### config.mk
export PLATFORM = sky130hd
export DESIGN_NAME = conv_job_arbiter
export DESIGN_NICKNAME = d
export VERILOG_FILES = /design/src/rtl/conv_pkg.sv /design/src/rtl/conv_core.sv /design/src/rtl/conv_job_arbiter.sv
export SDC_FILE = /design/constraint.sdc
export NUM_CORES = 1
export LEC_CHECK = 0
export CORE_MARGIN = 3
export CORE_UTILIZATION = 65
export CTS_CLUSTER_DIAMETER = 30
export DETAILED_ROUTE_END_ITERATION = 10
export PLACE_DENSITY = 0.95
export SLEW_MARGIN = 40
export SYNTH_ARGS = -nofsm -noshare
export SYNTH_HDL_FRONTEND = slang
export SYNTH_SLANG_ARGS = --single-unit
### constraint.sdc
create_clock -name clk -period 41.3 [get_ports clk]
set_input_delay 12.39 -clock clk [delete_from_list [all_inputs] [get_ports clk]]
set_output_delay 12.39 -clock clk [all_outputs]
set_load 0.005 [all_outputs]
### src/rtl/conv_pkg.sv
// Shared types and sizing constants for the convolution job arbiter.
package conv_pkg;

    localparam int NTAPS = 4;
    localparam int NOUT  = 7;
    localparam int CNT_W = 3;

    typedef enum logic [1:0] {
        IDLE = 2'd0,
        CALC = 2'd1,
        OUT  = 2'd2
    } state_t;

endpackage

### src/rtl/conv_core.sv
// Combinational 4x4 linear convolution: returns y[cnt] = sum of x[i]*h[j] with i+j == cnt.
module conv_core
    import conv_pkg::*;
#(
    parameter int DATA_W = 3,
    parameter int OUT_W  = 8
) (
    input  logic [NTAPS*DATA_W-1:0] h,
    input  logic [NTAPS*DATA_W-1:0] x,
    input  logic [CNT_W-1:0]        cnt,
    output logic [OUT_W-1:0]        y
);

    always_comb begin
        y = '0;
        for (int unsigned i = 0; i < NTAPS; i++) begin
            for (int unsigned j = 0; j < NTAPS; j++) begin
                if (CNT_W'(i + j) == cnt) begin
                    y = y + OUT_W'(h[j*DATA_W +: DATA_W]) * OUT_W'(x[i*DATA_W +: DATA_W]);
                end
            end
        end
    end

endmodule

### src/rtl/conv_job_arbiter.sv
// Round-robin job arbiter for two convolution requesters; latches the winner's
// operands and streams the seven results serially, tagged with the owner id.
module conv_job_arbiter
    import conv_pkg::*;
#(
    parameter int DATA_W = 3,
    parameter int OUT_W  = 8
) (
    input  logic                    clk,
    input  logic                    rst_n,
    input  logic [1:0]              req_valid,
    output logic [1:0]              req_ready,
    input  logic [NTAPS*DATA_W-1:0] req0_h,
    input  logic [NTAPS*DATA_W-1:0] req0_x,
    input  logic [NTAPS*DATA_W-1:0] req1_h,
    input  logic [NTAPS*DATA_W-1:0] req1_x,
    output logic                    busy,
    output logic                    out_valid,
    output logic [OUT_W-1:0]        out_data,
    output logic                    out_id,
    output logic                    out_last
);

    state_t                  state;
    logic [CNT_W-1:0]        cnt;
    logic                    rr_last;
    logic                    owner;
    logic [NTAPS*DATA_W-1:0] exe_h;
    logic [NTAPS*DATA_W-1:0] exe_x;
    logic [OUT_W-1:0]        y;
    logic                    fire;
    logic                    winner;

    // Ready only while idle; on a tie the requester that did not win last time goes.
    always_comb begin
        req_ready = '0;
        if (state == IDLE) begin
            case (req_valid)
                2'b01:   req_ready = 2'b01;
                2'b10:   req_ready = 2'b10;
                2'b11:   req_ready = rr_last ? 2'b01 : 2'b10;
                default: req_ready = '0;
            endcase
        end
    end

    assign fire   = |(req_valid & req_ready);
    assign winner = req_ready[1];
    assign busy   = (state != IDLE);

    // Operand and owner registers carry no reset; they are only read after a transfer.
    always_ff @(posedge clk) begin
        if (fire) begin
            exe_h <= winner ? req1_h : req0_h;
            exe_x <= winner ? req1_x : req0_x;
            owner <= winner;
        end
    end

    conv_core #(
        .DATA_W (DATA_W),
        .OUT_W  (OUT_W)
    ) u_core (
        .h   (exe_h),
        .x   (exe_x),
        .cnt (cnt),
        .y   (y)
    );

    always_ff @(posedge clk or negedge rst_n) begin
        if (!rst_n) begin
            state     <= IDLE;
            cnt       <= '0;
            rr_last   <= 1'b1;
            out_valid <= 1'b0;
            out_data  <= '0;
            out_id    <= 1'b0;
            out_last  <= 1'b0;
        end else begin
            out_valid <= 1'b0;
            out_data  <= '0;
            out_last  <= 1'b0;
            case (state)
                IDLE: begin
                    if (fire) begin
                        state   <= CALC;
                        rr_last <= winner;
                    end
                end
                CALC: begin
                    state <= OUT;
                    cnt   <= '0;
                end
                OUT: begin
                    out_data  <= y;
                    out_valid <= 1'b1;
                    out_id    <= owner;
                    out_last  <= (cnt == CNT_W'(NOUT - 1));
                    if (cnt == CNT_W'(NOUT - 1)) begin
                        state <= IDLE;
                        cnt   <= '0;
                    end else begin
                        cnt <= cnt + CNT_W'(1);
                    end
                end
                default: begin
                    state <= IDLE;
                    cnt   <= '0;
                end
            endcase
        end
    end

endmodule

==> run summary, run 1 <==
The flow ran to the end, and the final reports show no timing, DRC or antenna violations. The tools report the endpoint type of the worst setup path as an output port. For this block, the routed nets add up to 26.1 mm of wire.

The logs give 0 for the final number of hold-violating endpoints and 0 for the total of hold buffers inserted after clock tree synthesis. The vias per cell is 6.23, and the initial antenna violation count is 0. The parity-gate share of the synthesized area counting xor and xnor cells is 0.0561, and the share of async-settable or async-resettable flops after synthesis is 0.405. The highest-delay cell along the critical path was sky130_fd_sc_hd__clkdlybuf4s50_1. The type of the worst min-delay path is reg2reg.

The repair_antennas step left the layout with diodes totalling 0. For this run, the detailed router's first-pass iteration total came to 5. Static timing analysis puts the maximum clock frequency at 37.5 MHz.

A synthesized cell averages 7.87 um^2. The post-synthesis share of cell area spent on and, or, nand and nor gates was 0.208. The logs give 28.91 ns for the worst path required time and 1407 for the cell count after placement.

The number of nets handed over by synthesis was 1480. The layout cell share with drive strength beyond 1 was 0.0381. The fraction of synthesized area in multiplexers was 0.0238; the half-perimeter wire length after placement was 19.4 mm. Dominant cell by count in the synthesized netlist: sky130_fd_sc_hd__nand2_1. After detailed routing, the number of remaining DRC violations is 0. The largest total area in the synthesized netlist belongs to sky130_fd_sc_hd__ha_1.

The number of pins exceeding their max-slew limit in the final report came out at 0. The total routing usage reported by global routing was 0.331; the final weighted congestion of routability-driven global placement was 0.972. Ranked by instance count, the synthesized netlist is headed by 187 x sky130_fd_sc_hd__nand2_1, 161 x sky130_fd_sc_hd__inv_1, 152 x sky130_fd_sc_hd__ha_1.

The number of fillers in the final layout came out at 948. Most used flip-flop cell after synthesis: sky130_fd_sc_hd__edfxtp_1. STA puts the critical path data arrival time at 14.24 ns.

The area share of the largest cell type after synthesis was 0.200. The share of synthesized cell area in full adder, half adder and majority cells came out at 0.339. The number of sinks driven by the clock tree is 42. The wire length of the first global-routing pass came out at 43.4 mm.

The area added between synthesis and finish was 9.44%; the number of instances on the worst hold path was 2. The region available for standard cell placement spans 14100 um^2. Max-capacitance violation count: 0. The unique cell type count in the Yosys netlist was 65. The logs give 9337 for the number of global-route vias before repair and 0.434 for the max-slew headroom at the worst pin. Buffers added to address setup during post-CTS repair amount to 0. By area, the combinational part of the netlist is dominated by adder cells. The compound-gate portion of the synthesized area is 0.165. The number of rows in the core area is 43. The run gives 1415 as the final cell count without fillers. TritonCTS built the clock tree. The post-cts repair resize count was 0; the maximum number of pins on one net before global-route repair was 43. The path type of the worst setup path was in2out. The post-route core utilization came out at 0.739.

From left edge to right edge, the die measures 127 um. Setup violations remaining at the end of the flow were counted as 0. On the worst path, the slowest cell contributes a delay of 0.59 ns.

The clock-pin slew on the worst setup and hold paths was 0.06 ns. Setup repair after global routing left no endpoint under its margin. After synthesis the cells add up to 9520 um^2. The final net count was 1504. The cell repeated most along the worst path is sky130_fd_sc_hd__clkdlybuf4s50_1. The worst setup path is launched from an input pin.

The cell sitting at the root of the clock tree is a sky130_fd_sc_hd__clkbuf_16. The die covers 16100 um^2. The worst register-to-register path has a depth of 105. 66 I/O pins were placed. The clock passes through at most 2 buffers. For the insertion delay of the later-clocked pin in the worst-skew pair, the log shows 0.29 ns.

After synthesis, the cell types taking the most area are sky130_fd_sc_hd__ha_1 20%, sky130_fd_sc_hd__fa_1 14%, sky130_fd_sc_hd__edfxtp_1 7.9%. Dividing the detail-routed wire length by the instance count gives 18.5 um. The count of nets left with antenna violations once routing finished came out at 0. The starting density of the core is 0.675, and the worst-path maximum fanout is 26. The initial DRC count was 846; the count of buffers from port buffering was 65. The number of CTS-inserted buffers is 5, and the final sum of negative setup slack is 0 ns.

Walking the worst path, the cells encountered are clkdlybuf4s50_1, inv_1, o211ai_1, buf_4, inv_2, clkdlybuf4s50_1. The number of levels the H-tree was split into is 2. The period utilization works out to 0.645.

The register bit count reported by yosys is 42. The routed design could run at a clock period as short as 26.63 ns. The tools report the register area share after synthesis as 0.124. For this block, the via count after detailed routing is 8811.

Measured along the y axis, the die boundary spans 127 um. In the synthesized netlist, the number of instances is 1210. Counting flops with a built-in enable in the synthesized netlist gives 25. For the pin with the worst max-slew slack, the measured transition is 0.849 ns.

For the final database, setup skew stands at 0.00830 ns. The aggregate global routing overflow came out at 0. The run gives 0 as the warning count from the yosys run.
[critical path: cells and delay by family]
family	cells	cell delay, ns
buffers and inverters	5	1.73
AO/OA/AOI/OAI	1	0.11
[path summary, 6_finish.rpt]
| check | to | startpoint | slack [ns] |
|---|---|---|---|
| max | req_ready[1] | req_valid[0] | 14.67 |
| min | out_id | owner | 0.48 |
| max reg2reg | out_data[6] | exe_h[2] | 17.35 |
| min reg2reg | out_id | owner | 0.48 |
| max in group asynchronous | rr_last | rst_n | 28.94 |
| min in group asynchronous | out_data[4] | rst_n | 12.03 |
[cells by family after synthesis]
| group | after synthesis |
|---|---|
| AO/OA/AOI/OAI | 241 |
| XOR/XNOR | 55 |
| adder cells (fa/ha/maj) | 218 |
| buffers and inverters | 215 |
| flip-flops | 42 |
| multiplexers | 21 |
| AND/OR/NAND/NOR | 418 |
[stage by stage]
stage                     setup slack, ns  hold WS (ns)  area, um^2
after floorplan                     15.74         0.415        9520
final                               14.67         0.483       10400
after global placement              14.82         0.451       10200
after CTS                           14.69         0.485       10400
after global routing                14.57         0.516       10400
after detailed placement            14.77         0.452       10200
[sequential cells by signal, summed over array words and instances, names as in the netlist]
signal / count
owner: 1
out_id: 1
out_last: 1
cnt: 3
exe_x: 12
out_valid: 1
out_data: 8
state: 2
exe_h: 12
rr_last: 1
[metal layers]
metal | up-vias | wire length, um | global-route usage
li1 | 4038 | - | -
met1 | 4135 | 9840 | 0.397
met2 | 500 | 12200 | 0.567
met3 | 138 | 2460 | 0.0435
met4 | 0 | 1650 | 0.196
met5 | - | 0 | 0
[placed cells by master, fill, tap and decap left out, types with 25 or more instances in the layout]
master	Yosys	layout
sky130_fd_sc_hd__nand2_1	187	186
sky130_fd_sc_hd__a21oi_1	50	50
sky130_fd_sc_hd__ha_1	152	152
sky130_fd_sc_hd__nor2_1	71	70
sky130_fd_sc_hd__fa_1	66	66
sky130_fd_sc_hd__inv_1	161	160
sky130_fd_sc_hd__edfxtp_1	25	25
sky130_fd_sc_hd__o21ai_0	66	66
sky130_fd_sc_hd__a21o_1	37	37
sky130_fd_sc_hd__clkdlybuf4s50_1	0	64
sky130_fd_sc_hd__xnor2_1	36	36
sky130_fd_sc_hd__and2_1	93	93
[layout make-up]
| class | count | area [um^2] | share of cell area |
|---|---|---|---|
| Clock buffer | 6 | 150 | 0.0144 |
| Clock inverter | 2 | 38.8 | 0.00372 |
| Inverter | 162 | 608 | 0.0584 |
| Multi-Input combinational cell | 953 | 7540 | 0.723 |
| Sequential cell | 42 | 1180 | 0.113 |
| Tap cell | 180 | 225 | 0.0216 |
| Timing Repair Buffer | 70 | 683 | 0.0656 |
Power of run 1 is left out: the tool's default activity adds up to more than one toggle a clock period on the data nets, which glitch-free logic cannot reach.
==> inputs of run 2 (changes only) <==
--- a/config.mk
+++ b/config.mk
@@ -6,10 +6,10 @@
 export NUM_CORES = 1
 export LEC_CHECK = 0
 export CORE_MARGIN = 3
-export CORE_UTILIZATION = 65
+export CORE_UTILIZATION = 62
 export CTS_CLUSTER_DIAMETER = 30
 export DETAILED_ROUTE_END_ITERATION = 10
-export PLACE_DENSITY = 0.95
+export PLACE_DENSITY = 0.93
 export SLEW_MARGIN = 40
 export SYNTH_ARGS = -nofsm -noshare
 export SYNTH_HDL_FRONTEND = slang
==> constraint.sdc (replaced) <==
create_clock -name clk -period 26.8 [get_ports clk]
set_input_delay 8.04 -clock clk [delete_from_list [all_inputs] [get_ports clk]]
set_output_delay 8.04 -clock clk [all_outputs]
set_load 0.005 [all_outputs]
==> run 2 against run 1 <==
Die area is 4.6% higher. Critical path type is now reg2reg. Wire length is 2.4% lower. Flip-flop and latch count stayed put. Clock-buffer cell count is 1 lower. Highest routed layer unchanged. Global-route usage is 2.2 points lower. Utilization is 3.3 points lower. Critical path depth is 99 higher. Sequential share of layout area hardly changed.
==> run summary, run 2 (synthesis results as in run 1) <==
Vias per cell: 6.14 (-1.4%). The tools report the number of rows in the core area as 44 (+2.3%). Layout cell share with drive strength beyond 1: 0.0396 (+0.00156).

The root buffer selected by CTS is sky130_fd_sc_hd__clkbuf_16. Transition time of the tightest slew-check pin: 0.843 ns (-0.00585 ns). The max-capacitance violation count is 0 (unchanged), and the clock skew after layout is 0.00656 ns (-0.00174 ns).

For the initial antenna violation count, the log shows 0 (unchanged). The critical register-to-register path endpoint was out_data[6]. The run gives 42 (unchanged) as the number of sinks driven by the clock tree. The tools report the half-perimeter wire length after placement as 20.1 mm (+3.3%). The logs give 7540 um^2 (about the same) for the area used by multi-input combinational logic and 0 (unchanged) for the number of pins exceeding their max-slew limit in the final report. Leaving out fill and tap cells, the most frequent cell in the layout is sky130_fd_sc_hd__nand2_1. The total of hold buffers inserted after clock tree synthesis came out at 0 (unchanged). The period utilization was 0.872; the post-cts repair resize count was 0 (unchanged).

The largest registers in the layout are exe_h: 12 flops, exe_x: 12 flops, out_data: 8 flops. The run gives 41.8 mm (-3.7%) as the wire length of the first global-routing pass. For the count of unresolved DRC violations after routing, the log shows 0 (unchanged).

Aggregate global routing overflow: 0 (unchanged). Final count of negative-setup-slack endpoints: 0 (unchanged). The number of detailed-route iterations in the first pass was 6 (+1); the initial DRC count was 772 (-8.7%).

The worst setup path is launched from a flip-flop. The register-to-register setup slack is 3.42 ns (-13.93 ns). The final critical-path required period came out at 23.38 ns. The count of inserted antenna diode cells is 0 (unchanged), and the average routed wire per standard cell is 17.9 um (-2.8%).

The number of instances on the worst hold path came out at 2 (unchanged). The run gives 0.438 (+0.00390) as the max-slew headroom at the worst pin. The area added between synthesis and finish is 9.50% (about the same).

The final number of hold-violating endpoints was 0 (unchanged); the maximum clock frequency was 42.8 MHz. The number of fillers in the final layout was 1067 (+13%). The worst setup path is captured at a flip-flop. For the maximum number of pins on one net before global-route repair, the log shows 44 (+2.3%). The run gives 66 (unchanged) as the boundary pin count. In the layout the commonest cells are 186 x sky130_fd_sc_hd__nand2_1, 161 x sky130_fd_sc_hd__inv_1, 152 x sky130_fd_sc_hd__ha_1. The worst path required time was 26.96 ns (-1.95 ns); the starting density of the core was 0.645 (-0.0301). In this run the critical register-to-register path is launched from exe_h[1]. The depth of the most critical reg-to-reg path was 105 (unchanged); the number of routed nets with antenna violations was 0 (unchanged). The final net count was 1506 (+0.13%); the clock-pin slew on the worst setup and hold paths was 0.06 ns (about the same). TritonCTS built the clock tree. Type of the worst min-delay path: reg2reg. The logs give 1180 um^2 (unchanged) for the register cell area after layout and 23.54 ns (+9.30 ns) for the worst path arrival time. Routed wire length: 25.5 mm (-2.4%). Counting stages on the worst path, the most repeated cell is sky130_fd_sc_hd__inv_1.

The path type of the worst setup path was reg2reg. Setup repair after global routing left no endpoint under its margin. The number of vias after detailed routing came out at 8725 (-0.98%).

The tools report the total core area as 14800 um^2 (+4.7%). The logs give 5 (unchanged) for the number of CTS-inserted buffers and 2 (unchanged) for the maximum clock insertion buffer count. For the final sum of negative setup slack, the log shows 0 ns (unchanged). The count of buffers from port buffering is 65 (unchanged), and the worst-path maximum fanout is 12 (-54%). The logs give 16900 um^2 (+4.6%) for the full die area and 2 (unchanged) for the number of levels the H-tree was split into.

The run gives 0 (unchanged) as the post-CTS setup buffer count. Final weighted congestion of routability-driven global placement: 0.942 (-3.1%). The vertical die dimension came out at 130 um (+2.3%). Origin of the worst min-delay path: owner. For the insertion delay of the later-clocked pin in the worst-skew pair, the log shows 0.29 ns (about the same). The largest stage delay on the critical path was 0.61 ns (+0.02 ns). The worst min-delay path endpoint is out_id. The number of global-route vias before repair came out at 8915 (-4.5%). The largest individual stage delay along the critical path comes from the cell sky130_fd_sc_hd__edfxtp_1.

The die boundary width came out at 130 um (+2.3%). The flow ran to the end, and the final reports show no timing, DRC or antenna violations. The total routing usage reported by global routing is 0.308 (-0.0223).
[run 2: cell count changes in the layout (fill, tap and decap cells not counted), sizes merged]
cell and delta:
buf +2, clkinv -1, clkbuf -1, clkinvlp +2
[run 2: layout make-up]
class	instances	area share
inverters	162	0.0583
clock buffers	5	0.0120
flip-flops and latches	42	0.113
well taps	184	0.0221
repair buffers	72	0.0670
clock inverters	3	0.00432
multi-input cells	953	0.723
[run 2: per-stage QoR]
stage | setup slack [ns] | util | area, um^2 | hold WS, ns | std cells
finish | 3.42 | 0.707 | 10400 | 0.460 | 1421
global route | 1.97 | 0.707 | 10400 | 0.486 | 1421
CTS | 3.59 | 0.707 | 10400 | 0.457 | 1421
detailed placement | 3.74 | 0.695 | 10300 | 0.444 | 1413
global placement | 4.51 | 0.695 | 10200 | 0.438 | 1413
floorplan | 5.54 | - | 9520 | 0.415 | 1210
[run 2: metal layers]
layer | track usage | up-vias | part of all wire
li1 | - | 4057 | -
met5 | 0 | - | 0
met1 | 0.375 | 4092 | 0.38
met2 | 0.542 | 469 | 0.48
met4 | 0.150 | 0 | 0.047
met3 | 0.0352 | 107 | 0.090
[run 2: worst max-delay path, delay by kind of cell (launching register included)]
kind | cells | cell delay [ns]
buffers and inverters | 20 | 1.14
adders and majority gates | 33 | 13.26
DFF | 1 | 0.61
xor gates and xnor gates | 11 | 1.74
AOI/OAI and AO/OA | 25 | 4.21
and+or+nand+nor | 14 | 1.73
muxes | 2 | 0.57
[run 2: how the worst max path moves through the flow]
stage / start / slack, ns / depth (start not counted) / endpoint
floorplan: exe_h[2] / 5.54 / 106 / out_data[6]
global placement: exe_h[2] / 4.51 / 93 / out_data[6]
detailed placement: exe_h[1] / 3.74 / 105 / out_data[6]
CTS: exe_h[1] / 3.59 / 105 / out_data[6]
global route: exe_h[1] / 1.97 / 107 / out_data[6]
finish: exe_h[1] / 3.42 / 105 / out_data[6]
Power of run 2 is left out for the same reason.
==> inputs of run 3 (changes only) <==
--- a/config.mk
+++ b/config.mk
@@ -6,10 +6,11 @@
 export NUM_CORES = 1
 export LEC_CHECK = 0
 export CORE_MARGIN = 3
-export CORE_UTILIZATION = 62
+export CORE_UTILIZATION = 45
 export CTS_CLUSTER_DIAMETER = 30
 export DETAILED_ROUTE_END_ITERATION = 10
-export PLACE_DENSITY = 0.93
+export PLACE_DENSITY = 0.74
+export SKIP_CTS_REPAIR_TIMING = 1
 export SLEW_MARGIN = 40
 export SYNTH_ARGS = -nofsm -noshare
 export SYNTH_HDL_FRONTEND = slang
==> run 3 against run 2 <==
Flip-flop and latch count unchanged. Utilization down 19 points. Non-clock buffer count unchanged. Clock skew up 0.0047 ns. Fmax up 0.89%. Final cell count up 6.1%. First-iteration DRC count down 33%. Wire length down 4.2%. Worst setup slack better by 0.21 ns. Via count down 5.4%. Sequential share of layout area down 0.13 points. Highest routed layer unchanged.
==> run summary, run 3 (synthesis results as in run 1) <==
The flow ran to the end, and the final reports show no timing, DRC or antenna violations. The number of CTS-inserted buffers is 5 (unchanged). The path class of the tightest hold or removal check is reg2reg. The boundary pin count was 66 (unchanged); the number of levels the H-tree was split into was 2 (unchanged).

The final sum of negative setup slack was 0 ns (unchanged); the final count of negative-setup-slack endpoints was 0 (unchanged). The count of inserted antenna diode cells is 0 (unchanged), and the register cell area after layout is 1180 um^2 (unchanged). The die boundary width was 151 um (+17%); the vias per cell was 5.48 (-11%).

The cell class contributing the biggest share of worst-path delay is adder cells. The run gives 52 (+18%) as the number of rows in the core area. The largest registers in the layout are exe_h: 12 flops, exe_x: 12 flops, out_data: 8 flops. The library cells used most frequently in the layout, excluding fill and tap cells, are 186 x sky130_fd_sc_hd__nand2_1, 161 x sky130_fd_sc_hd__inv_1, 152 x sky130_fd_sc_hd__ha_1.

The starting density of the core was 0.465 (-0.181); the initial antenna violation count was 0 (unchanged). The tools report the maximum number of pins on one net before global-route repair as 44 (unchanged). The logs give 26.97 ns (about the same) for the worst path required time and 0 (unchanged) for the max-capacitance violation count. Setup repair after global routing left no endpoint under its margin.

The area used by multi-input combinational logic was 7540 um^2 (about the same); the final net count was 1506 (unchanged). The count of buffers from port buffering works out to 65 (unchanged). The tools report the worst path arrival time as 23.35 ns (-0.19 ns).

For the maximum clock frequency, the log shows 43.1 MHz (+0.89%). Number of global-route vias before repair: 8228 (-7.7%). The root buffer cell chosen for the clock tree is sky130_fd_sc_hd__clkbuf_16. TritonCTS built the clock tree. The number of pins exceeding their max-slew limit in the final report was 0 (unchanged).

The run gives 22900 um^2 (+36%) as the full die area. The layout cell share with drive strength beyond 1 is 0.0396 (unchanged), and the period utilization is 0.865 (-0.00766). Type of origin of the critical path: a flip-flop.

The vertical die dimension works out to 151 um (+17%). The library cell used most frequently in the layout, excluding fill and tap cells, is sky130_fd_sc_hd__nand2_1. Average routed wire per standard cell: 16.2 um (-9.7%). The final number of hold-violating endpoints is 0 (unchanged), and the number of buffers and inverters on the critical path is 20 (unchanged). The insertion delay of the later-clocked pin in the worst-skew pair is 0.29 ns (about the same). The tools report the number of fillers in the final layout as 1919 (+80%). For the total core area, the log shows 20500 um^2 (+39%).

The clock skew after layout was 0.0112 ns (+0.00465 ns). The path type of the worst setup path is reg2reg. Number of sinks driven by the clock tree: 42 (unchanged). The initial DRC count is 514 (-33%). The origin of the worst min-delay path is owner.

The max-slew headroom at the worst pin was 0.527 (+0.0887). The maximum clock insertion buffer count was 2 (unchanged); the largest stage delay on the critical path was 0.65 ns (+0.04 ns). The tools report the reg-to-reg critical path startpoint as exe_h[2]. The final weighted congestion of routability-driven global placement was 0.887 (-5.8%); the routed wire length was 24.4 mm (-4.2%). In this run the worst setup path begins at exe_h[2]. Transition time of the tightest slew-check pin: 0.701 ns (-0.142 ns). The number of vias after detailed routing came out at 8255 (-5.4%). Area added between synthesis and finish: 10.8%. The worst-path maximum fanout was 12 (unchanged). Cell repeated most along the worst path: sky130_fd_sc_hd__inv_1. The aggregate global routing overflow is 0 (unchanged). The slowest stage of the critical path belongs to the cell sky130_fd_sc_hd__edfxtp_1.

The clock-pin slew on the worst setup and hold paths works out to 0.07 ns (about the same). The tools report the half-perimeter wire length after placement as 19.5 mm (-2.7%). For the total routing usage reported by global routing, the log shows 0.217 (-0.0908). The run gives 5 (-1) as the number of detailed-route iterations in the first pass. The wire length of the first global-routing pass was 39.9 mm (-4.3%); the final critical-path required period was 23.18 ns (-0.205 ns). Endpoint type of the worst setup path: a flip-flop.

The count of unresolved DRC violations after routing was 0 (unchanged); the number of routed nets with antenna violations was 0 (unchanged).
run 3: cell types whose count changed in the layout (fill, tap and decap cells not counted):
cell / change
sky130_fd_sc_hd__clkinvlp_4: -2
sky130_fd_sc_hd__and3_1: -1
sky130_fd_sc_hd__and3_2: +1
sky130_fd_sc_hd__clkbuf_16: +1
sky130_fd_sc_hd__clkinv_4: +1
sky130_fd_sc_hd__nor3_1: +1
sky130_fd_sc_hd__nor3_2: -1
run 3: path summary, 6_finish.rpt:
kind                            depth (start not counted)          end  slack [ns]
worst max-delay path                                  105  out_data[6]        3.62
worst max register to register                        105  out_data[6]        3.62
max in group asynchronous                               1      rr_last       18.82
worst min register to register                          2       out_id        0.46
min in group asynchronous                               1       cnt[1]        7.66
worst min-delay path                                    2       out_id        0.46
run 3: per-stage QoR:
step / utilization / worst slack [ns] / hold slack (ns) / cell area (um^2) / cells
global route: 0.515 / 2.09 / 0.503 / 10500 / 1507
detailed placement: 0.505 / 3.84 / 0.436 / 10400 / 1499
global placement: 0.505 / 4.44 / 0.444 / 10400 / 1499
floorplan: - / 5.54 / 0.415 / 9520 / 1210
finish: 0.515 / 3.62 / 0.462 / 10500 / 1507
CTS: 0.515 / 3.68 / 0.459 / 10500 / 1507
run 3: per-layer routing:
layer	vias to the layer above	wire length, um	GRT usage
li1	4047	-	-
met1	3916	10800	0.288
met2	254	11800	0.384
met3	38	1310	0.0193
met4	0	457	0.0521
met5	-	0	0
run 3: layout make-up:
cell class,instances,area share
clock inverter,2,0.00368
clock buffer,6,0.0142
tap,270,0.0320
sequential,42,0.112
multi-input combinational,953,0.715
timing repair buffer,72,0.0662
inverter,162,0.0577
run 3: worst register-to-register path: cells and delay by family (launching register included):
family / cells / cell delay (ns)
buffers and inverters: 20 / 1.13
adder cells (fa/ha/maj): 33 / 13.29
AO/OA/AOI/OAI: 25 / 4.11
flip-flops: 1 / 0.65
multiplexers: 2 / 0.58
AND/OR/NAND/NOR: 14 / 1.66
XOR/XNOR: 11 / 1.68
Power of run 3 is left out for the same reason.
